`src/rtl/regfile_wb_arbiter.sv`:
```
`default_nettype none
// ============================================================================
// Module   : regfile_wb_arbiter
// Purpose  : Round-robin ALU/MEM arbiter for the register-file write port,
//            with a destination busy scoreboard for RAW/WAW stall detection.
// Revision : 1.0  initial release
// ============================================================================
module regfile_wb_arbiter #(
  parameter int XLEN  = 32,
  parameter int NREGS = 32,
  parameter int AW    = 5
) (
  input  logic            clock,
  input  logic            reset_n,
  input  logic            alu_wb_valid,
  output logic            alu_wb_ready,
  input  logic [AW-1:0]   alu_wb_rd,
  input  logic [XLEN-1:0] alu_wb_data,
  input  logic            mem_wb_valid,
  output logic            mem_wb_ready,
  input  logic [AW-1:0]   mem_wb_rd,
  input  logic [XLEN-1:0] mem_wb_data,
  input  logic            issue_valid,
  input  logic [AW-1:0]   issue_rd,
  input  logic [AW-1:0]   rs1,
  input  logic [AW-1:0]   rs2,
  output logic            hazard,
  output logic            rf_we,
  output logic [AW-1:0]   rf_waddr,
  output logic [XLEN-1:0] rf_wdata
);

  localparam logic [AW-1:0] c_x0 = '0;

  typedef enum logic {
    GRANT_ALU = 1'b0,
    GRANT_MEM = 1'b1
  } grant_e;

  grant_e            last_grant_q, last_grant_d;
  logic              rf_we_q, rf_we_d;
  logic [AW-1:0]     rf_waddr_q, rf_waddr_d;
  logic [XLEN-1:0]   rf_wdata_q, rf_wdata_d;
  logic [NREGS-1:0]  busy_q, busy_d;

  logic              w_grant_alu;
  logic              w_grant_mem;
  logic              w_transfer;
  logic [AW-1:0]     w_win_rd;
  logic [XLEN-1:0]   w_win_data;

  // The requester that did not win last time gets priority on a tie.
  always_comb begin
    w_grant_alu = alu_wb_valid && (!mem_wb_valid || (last_grant_q == GRANT_MEM));
    w_grant_mem = mem_wb_valid && !w_grant_alu;
    w_transfer  = w_grant_alu || w_grant_mem;
    w_win_rd    = w_grant_alu ? alu_wb_rd   : mem_wb_rd;
    w_win_data  = w_grant_alu ? alu_wb_data : mem_wb_data;
  end

  always_comb begin
    last_grant_d = last_grant_q;
    rf_we_d      = 1'b0;
    rf_waddr_d   = rf_waddr_q;
    rf_wdata_d   = rf_wdata_q;
    busy_d       = busy_q;

    if (w_transfer) begin
      last_grant_d = w_grant_alu ? GRANT_ALU : GRANT_MEM;
      if (w_win_rd != c_x0) begin
        rf_we_d    = 1'b1;
        rf_waddr_d = w_win_rd;
        rf_wdata_d = w_win_data;
      end
    end

    // Clear first so a same-edge issue to the same register keeps it busy.
    if (rf_we_q) begin
      busy_d[rf_waddr_q] = 1'b0;
    end
    if (issue_valid && (issue_rd != c_x0)) begin
      busy_d[issue_rd] = 1'b1;
    end
    busy_d[0] = 1'b0;
  end

  always_ff @(posedge clock or negedge reset_n) begin
    if (!reset_n) begin
      last_grant_q <= GRANT_MEM;
      rf_we_q      <= 1'b0;
      rf_waddr_q   <= '0;
      rf_wdata_q   <= '0;
      busy_q       <= '0;
    end else begin
      last_grant_q <= last_grant_d;
      rf_we_q      <= rf_we_d;
      rf_waddr_q   <= rf_waddr_d;
      rf_wdata_q   <= rf_wdata_d;
      busy_q       <= busy_d;
    end
  end

  always_comb begin
    hazard = ((rs1 != c_x0) && busy_q[rs1]) ||
             ((rs2 != c_x0) && busy_q[rs2]) ||
             (issue_valid && (issue_rd != c_x0) && busy_q[issue_rd]);
  end

  assign alu_wb_ready = w_grant_alu;
  assign mem_wb_ready = w_grant_mem;
  assign rf_we        = rf_we_q;
  assign rf_waddr     = rf_waddr_q;
  assign rf_wdata     = rf_wdata_q;

endmodule
`default_nettype wire

```
`config.mk`:
```
export PLATFORM = sky130hd
export DESIGN_NAME = regfile_wb_arbiter
export DESIGN_NICKNAME = d
export VERILOG_FILES = /design/src/rtl/regfile_wb_arbiter.sv
export SDC_FILE = /design/constraint.sdc
export NUM_CORES = 1
export LEC_CHECK = 0
export ABC_CLOCK_PERIOD_IN_PS = 2700
export CAP_MARGIN = 10
export CORE_ASPECT_RATIO = 1.4
export CORE_MARGIN = 2
export CORE_UTILIZATION = 42
export DETAILED_ROUTE_END_ITERATION = 7
export GPL_ROUTABILITY_DRIVEN = 0
export PLACE_DENSITY = 0.79
export SLEW_MARGIN = 20
export SYNTH_ARGS = -nofsm -noshare
export SYNTH_HDL_FRONTEND = slang
export SYNTH_SLANG_ARGS = --single-unit
```
`constraint.sdc`:
```
create_clock -name clock -period 2.7 [get_ports clock]
set_input_delay 0.675 -clock clock [delete_from_list [all_inputs] [get_ports clock]]
set_output_delay 0.675 -clock clock [all_outputs]
set_load 0.02 [all_outputs]
```
# After elaboration in Yosys (flattened, before gate mapping)
# Cells that the tools add are included.
# word_totals
inputBits	94
mem_bits_rw	0
latchBits	0
mem_bits_ro	0
output_inout_bits	41
ff_bits	70
n_memories	0
wordCells	50
# classes
n_mux	17
reduce_logical	19
add_sub_neg	0
bitwise_logic	3
eq_ne	0
div_mod_pow	0
n_shift	0
n_mul	0
magnitude_cmp	6
# ops
cell	n
32-bit two-way mux	3
32-bit AND	1
32-bit inverter	1
32-bit OR	1
5-bit by 6-bit < comparator with 1-bit output, second input constant	4
5-bit nonzero test	4
1-bit binary-select mux with 5-bit select	3
1-bit demux with 5-bit select	2
5-bit by 1-bit greater-or-equal comparator with 1-bit output, second input constant	2
1-bit logical AND	8
1-bit two-way mux	8
5-bit two-way mux	1
1-bit logical OR	4
1-bit logical NOT	2
2-bit AND reduction	1

# Depth between registers and ports, before layout
# Gate-level depths: netlist of run 1.
# depth
ltp_word	9
ltp_mapped	8
mapped_depth_nobuf	6

# Worst setup path before layout of run 1
# No wires, ideal clock.
# synth_path
path_kind	input -> output
from	in rs2[2]
to	out hazard
t_arrival_ps	2186
required_time_ps	2025
slack_ps	-161
cell_stages	6
n_path_buf	1
cell_sequence	clkbuf_1 mux4_2 mux2i_1 nor3b_1 nor4_1 o211ai_1
# synth_via
elab_chain_cells	5
elab_cells_between_ends	6
cone_classes	mux: 2; reduce/logical: 4
# synth_rtl
element	line_no	source
from (decl)	26	input logic [AW-1:0] rs2,
1-bit binary-select mux with 5-bit select	105	((rs2 != c_x0) && busy_q[rs2]) ||
1-bit two-way mux (not written as such)	105	
1-bit logical AND *	105	
1-bit logical OR *	104	hazard = ((rs1 != c_x0) && busy_q[rs1]) ||
1-bit logical OR *	105	
to (decl)	27	output logic hazard,
# Mark *: on every way between the ends. The rest lies on a longest branch, timed or not. The select of a mux whose other input is x is not followed.

# Worst setup path after layout of run 1
# layout_path
from	in rs1[1]
to	out hazard
# layout_via
elab_chain_cells	5
elab_cells_between_ends	6
cone_classes	mux: 2; reduce/logical: 4
# layout_rtl
element	line_no	source
from (decl)	25	input logic [AW-1:0] rs1,
1-bit binary-select mux with 5-bit select	104	
1-bit two-way mux (not written as such)	104	
1-bit logical AND *	104	
1-bit logical OR *	104	
1-bit logical OR *	105	
# Marked as above.

==> run summary, run 1 <==
Hold/Removal Path Class: input pin to async pin
Initial DRT Pass Iterations: 5
Crit Path Category: input pin to output port
PnR worst setup slack: -0.159 ns
H-tree lvl count: 3
DRC viols: 0
Initial Util: 42.5%
global route overflow: 0
Clock Path Buffers: 2
drt total wl: 13.2 mm
Die ar.: 10700 um2
cell accounting for the most synthesized area: dfrtp_1
root buf cell: clkbuf_16
Reg clk slew, reported paths: 0.05 ns
area of the multi-input gates: 2320 um2
I/O pins: 135
Worst setup EP type: output port
final critical-path required period: 2.86 ns
die span in y: 122 um
Cells after DPL: 726
Die W: 88.1 um
failing checks: setup timing
measured slew at the worst slew-check pin: 0.418 ns
CTS tree: done
Final Max Slew Viols: 0
Final Net Count: 707
synthesis-to-finish area growth: 55.6%
vias in the first global route: 4348
Max stage delay cell, worst path: mux4_2
Num CTS Buffers: 9
fill cell count: 776
Synth Area per Inst: 9.86 um2
Final period util: 106%
DP Area: 6030 um2
DRT iter0 DRCs: 360
Max VDD drop: 0.410 mV
yosys synthesis warning count: 0
area of the core: 9790 um2
flops & latches, synth: 70
Synth async-reset ratio: 100%
Clock Latency Late Sink: 0.33 ns
status: complete, but fails checks
vias: 4125
final cell count without fillers: 753
fmax: 350 MHz
Worst Path Required: 2.03 ns
RSZ-0062 raised after global routing: true
Cell Rows: 43
Synth top area share: 41.5%
leak pwr: 2.91 nW
register area share after synthesis: 42.1%
Tot GR Track Use: 25.5%
final hold violations: 0
CP Launch Type: input pin
CP arrival: 2.18 ns
commonest cells after routing, fill and taps aside: 117 x clkdlybuf4s50_1, 114 x nand2_1, 69 x dfrtp_1, 64 x o21ai_0, 59 x buf_4
Cell variety after synth: 40
final setup fails: 1
DP Worst Slack: -1.05 ns
Pwr Density: 742 nW/um2
Slew HR: 72.1%
Routed Antenna Nets: 0
Synth Instances: 422
Setup Skew: 0.00366 ns
most common cell after layout, fill and taps aside: clkdlybuf4s50_1
Worst Path Max Fanout: 2
via density per instance: 5.48
Synth Cell Area: 4160 um2
first-pass GRT wire length: 21.0 mm
CP peak stage delay: 0.49 ns
CP Cell Sequence: buf_8, buf_6, mux4_2, o2111a_1, nor4_2, o211ai_1, buf_4
max_cap viols: 0
initial antenna violation count: 0
dominant cells by area after synthesis: dfrtp_1 41%, nand2_1 10%, mux2_4 10%, o21ai_0 7.7%, mux4_2 7.0%
top_reg_cell synth: dfrtp_1
Final TNS setup: -0.159 ns
Reg area: 1750 um2
ANT cells: 0
share of post-route cells with drive strength above 1: 26.9%
post-route cell area: 6480 um2
post-DP HPWL: 9.71 mm
Post-synth EDFFs: 0
DR WL/cell: 17.6 um
Clock Sinks: 70
hold_buf cts: 0
syn nets: 516
Port Buffers: 134
largest net degree at the start of global routing: 71
cell families (layout without fill, tap and decap cells):
kind of cell	count (synthesis)	count (layout)	share of synthesized area, %
AND/OR/NAND/NOR	162	162	17.5
AO/OA/AOI/OAI	91	91	12.9
flip-flops	70	70	42.1
multiplexers	68	68	23.9
buffers and inverters	31	227	3.52
flip-flops by register name, indices dropped and copies added (netlist names):
| name | flops |
|---|---|
| rf_wdata | 32 |
| rf_we | 1 |
| busy_q | 31 |
| rf_waddr | 5 |
| last_grant_q | 1 |
cell type report:
class | count | area share [%]
Multi-Input combinational cell | 321 | 35.9
Timing Repair Buffer | 203 | 29.2
Sequential cell | 70 | 27.1
Clock buffer | 11 | 3.90
Tap cell | 135 | 2.61
Clock inverter | 5 | 0.889
Inverter | 8 | 0.464
metal layers:
layer / global-route usage (%) / routed length [um] / vias to the layer above
met1: 28.3 / 4710 / 1958
li1: - / - / 1887
met5: 0 / 0 / -
met3: 7.86 / 1150 / 46
met2: 44.9 / 6870 / 234
met4: 10.4 / 515 / 0
final timing paths:
check | depth (start not counted) | end | start | slack, ns
max | 7 | hazard | rs1[1] | -0.16
min | 2 | rf_wdata[0]$_DFFE_PN0P_ | reset_n | 0.36
max reg2reg | 8 | rf_wdata[0]$_DFFE_PN0P_ | last_grant_q$_DFFE_PN1P_ | 0.69
max in group asynchronous | 2 | last_grant_q$_DFFE_PN1P_ | reset_n | 2.03
min reg2reg | 1 | rf_wdata[26]$_DFFE_PN0P_ | rf_wdata[26]$_DFFE_PN0P_ | 0.51
min in group clock | 1 | rf_wdata[26]$_DFFE_PN0P_ | rf_wdata[26]$_DFFE_PN0P_ | 0.51
synthesized netlist by cell type, types with 2 or more instances:
| master | n |
|---|---|
| buf_2 | 6 |
| nor4_1 | 4 |
| mux2_2 | 10 |
| nand3b_1 | 10 |
| dfrtp_1 | 69 |
| a311oi_1 | 2 |
| a211oi_1 | 2 |
| nor3b_1 | 2 |
| o22ai_1 | 7 |
| o21ai_0 | 64 |
| o211ai_1 | 2 |
| or3_1 | 3 |
| o21a_1 | 2 |
| nand2b_1 | 2 |
| a211o_1 | 2 |
| mux4_2 | 13 |
| a21oi_1 | 2 |
| mux2_4 | 28 |
| clkbuf_1 | 11 |
| nor2b_1 | 5 |
| buf_6 | 3 |
| inv_1 | 8 |
| buf_1 | 3 |
| nor2_1 | 7 |
| nand3_1 | 9 |
| nand2_1 | 114 |
| or3b_2 | 3 |
| mux2i_1 | 17 |
timing repair:
action                     in CTS  in global routing
resized for setup              62                 13
setup endpoints to repair       3                  1
pin swaps                       9                  6
setup buffers                   6                  5
critical path: cells and delay by family:
family                 cells  cell delay (ns)
muxes                      1             0.49
AOI/OAI and AO/OA          2             0.40
buffers and inverters      3             0.34
and+or+nand+nor            1             0.29
metrics by stage:
stage | utilization (%) | hold WS, ns | power (mW)
6_report | 66.1 | 0.361 | 4.81
5_1_grt | 66.1 | 0.394 | 5.06
4_1_cts | 65.6 | 0.369 | 4.80
3_5_place_dp | 61.6 | 0.487 | 3.52
3_3_place_gp | 61.6 | 0.468 | 3.44
2_1_floorplan | - | 0.379 | 2.56
report_power, final:
part           internal [mW]  switching [mW]  total, mW
sequential              1.38           0.322       1.70
clock                  0.763           0.437       1.20
combinational           1.07           0.834       1.90
total                   3.21            1.59       4.81
No activity file was read; power rests on OpenSTA's default activity.
==> run 2, diff against run 1 <==
Settings changed: CTS_CLUSTER_DIAMETER set to 30.
==> results of run 2 <==
Final layout, timing and power as in run 1 (identical DEF).
==> run 3, diff against run 2 <==
Settings changed: CORE_UTILIZATION 42 to 56, DONT_BUFFER_PORTS set to 1, PLACE_DENSITY 0.79 to 0.76.
==> run 3 against run 2 <==
Against the previous run:
- critical path type is now register to output port
- non-clock buffer count fell by 187
- wire length fell by 20%
- critical path depth fell by 2
- the flow still finishes with violations (setup timing)
- hold slack got worse by 0.34 ns
==> run summary, run 3 (same netlist as run 1, synthesis figures left out) <==
H-tree lvl count: 3 (unchanged)
Final Max Slew Viols: 0 (unchanged)
Clock Sinks: 70 (unchanged)
Final Net Count: 520 (-26%)
Hold/Removal Path Class: input pin to async pin
Net Sw Frac: 35.8% (+2.6 points)
final cell count without fillers: 528 (-30%)
PnR worst setup slack: -0.0378 ns (+0.122 ns)
DR WL/cell: 20.0 um (+14%)
commonest cells after routing, fill and taps aside: 114 x nand2_1, 69 x dfrtp_1, 64 x o21ai_0, 28 x mux2_4, 17 x mux2i_1
net switching power: 1.35 mW (-15%)
ANT cells: 0 (unchanged)
Setup Skew: 0.00523 ns (+0.00158 ns)
status: complete, but fails checks
internal power: 2.42 mW (-25%)
Cell Rows: 37 (-14%)
CTS tree: done
DRT iter0 DRCs: 274 (-24%)
register share of total power: 49.3% (+14 points)
global route overflow: 0 (unchanged)
synthesis-to-finish area growth: 8.93%
measured slew at the worst slew-check pin: 0.638 ns (+0.220 ns)
root buf cell: clkbuf_8
Port Buffers: 0 (-100%)
initial antenna violation count: 0 (unchanged)
failing checks: setup timing
Cells after DPL: 505 (-30%)
max_cap viols: 0 (unchanged)
Worst setup EP type: output port
Initial DRT Pass Iterations: 5 (unchanged)
Final TNS setup: -0.0378 ns (+0.122 ns)
post-route cell area: 4530 um2 (-30%)
CP arrival: 2.06 ns (-0.12 ns)
fmax: 365 MHz (+4.4%)
leak pwr: 2.04 nW (-30%)
vias: 3388 (-18%)
Worst Path Required: 2.03 ns (about the same)
CP Launch Type: register
die span in y: 106 um (-13%)
Initial Util: 57.3% (+15 points)
DP Worst Slack: 0.0530 ns (+1.11 ns)
post-DP HPWL: 7.51 mm (-23%)
largest net degree at the start of global routing: 71 (unchanged)
share of post-route cells with drive strength above 1: 20.6% (-6.2 points)
final hold violations: 0 (unchanged)
Final period util: 101% (-4.5 points)
Clock Latency Late Sink: 0.35 ns (+0.02 ns)
Pwr Density: 831 nW/um2 (+12%)
RSZ-0062 raised after global routing: true
most common cell after layout, fill and taps aside: nand2_1
Max VDD drop: 0.435 mV (+6.0%)
DRC viols: 0 (unchanged)
final setup fails: 1 (unchanged)
Clock Path Buffers: 2 (unchanged)
Slew HR: 57.3% (-15 points)
vias in the first global route: 3400 (-22%)
Hold Slack: 0.0211 ns (-0.340 ns)
max reg flops: 32 (unchanged)
Num CTS Buffers: 9 (unchanged)
Crit Path Category: register to output port
first-pass GRT wire length: 16.5 mm (-21%)
Reg clk slew, reported paths: 0.07 ns (+0.02 ns)
final critical-path required period: 2.74 ns (-0.122 ns)
via density per instance: 6.42 (+17%)
Clk pwr share: 21.7% (-3.3 points)
Total Power: 3.77 mW (-22%)
Tot GR Track Use: 25.9% (+0.32 points)
DP Area: 4260 um2 (-29%)
drt total wl: 10.5 mm (-20%)
Worst Path Max Fanout: 3 (+1)
area of the core: 7270 um2 (-26%)
Routed Antenna Nets: 0 (unchanged)
combinational share of power: 29.0% (-11 points)
Die ar.: 8150 um2 (-24%)
final core utilization: 62.4% (-3.8 points)
Die W: 76.9 um (-13%)
I/O pins: 135 (unchanged)
==> run 3: worst paths after layout <==
kind	slack [ns]	depth (start not counted)	startpoint	end
worst max-delay path	-0.04	5	busy_q[19]$_DFF_PN0_	hazard
worst min-delay path	0.02	0	reset_n	busy_q[9]$_DFF_PN0_
worst max register to register	0.70	7	last_grant_q$_DFFE_PN1P_	rf_wdata[31]$_DFFE_PN0P_
worst min register to register	0.49	2	last_grant_q$_DFFE_PN1P_	last_grant_q$_DFFE_PN1P_
max in group asynchronous	1.50	1	reset_n	rf_wdata[31]$_DFFE_PN0P_
min in group clock	0.40	1	alu_wb_valid	last_grant_q$_DFFE_PN1P_
==> run 3: critical path, cell delays in order, from the launching register on <==
cell,delay (ns)
dfrtp_1,0.41
mux4_2,0.49
o2111a_1,0.26
nor4_2,0.27
o211ai_1,0.12
buf_4,0.17
==> run 3: final cells by class <==
class / count / area [um2]
fillers: 577 / 2740
multi-input cells: 321 / 2290
flip-flops and latches: 70 / 1750
repair buffers: 16 / 153
clock buffers: 10 / 128
well taps: 97 / 121
clock inverters: 6 / 62.6
inverters: 8 / 30.0
==> run 3: per-layer routing <==
metal	routed length, um	up-vias	GRT usage, %
met2	5260	179	42.3
met3	866	30	6.45
met1	4090	1666	30.8
met4	322	0	15.5
li1	-	1513	-
met5	0	-	0
==> run 3: repair_timing <==
action	CTS	global route
hold endpoints to repair	0	6
setup endpoints to repair	1	1
buffers inserted	1	3
hold buffers	0	3
gates resized for setup	2	2
pin swaps	3	3
==> run 3: power by group through the flow <==
stage	logic [mW]	clock network, mW	registers (mW)
floorplan	0.845	0	1.72
global placement	0.958	0	1.86
finish	1.09	0.819	1.86
global route	1.21	0.878	1.89
CTS	1.03	0.834	1.85
detailed placement	0.999	0	1.87
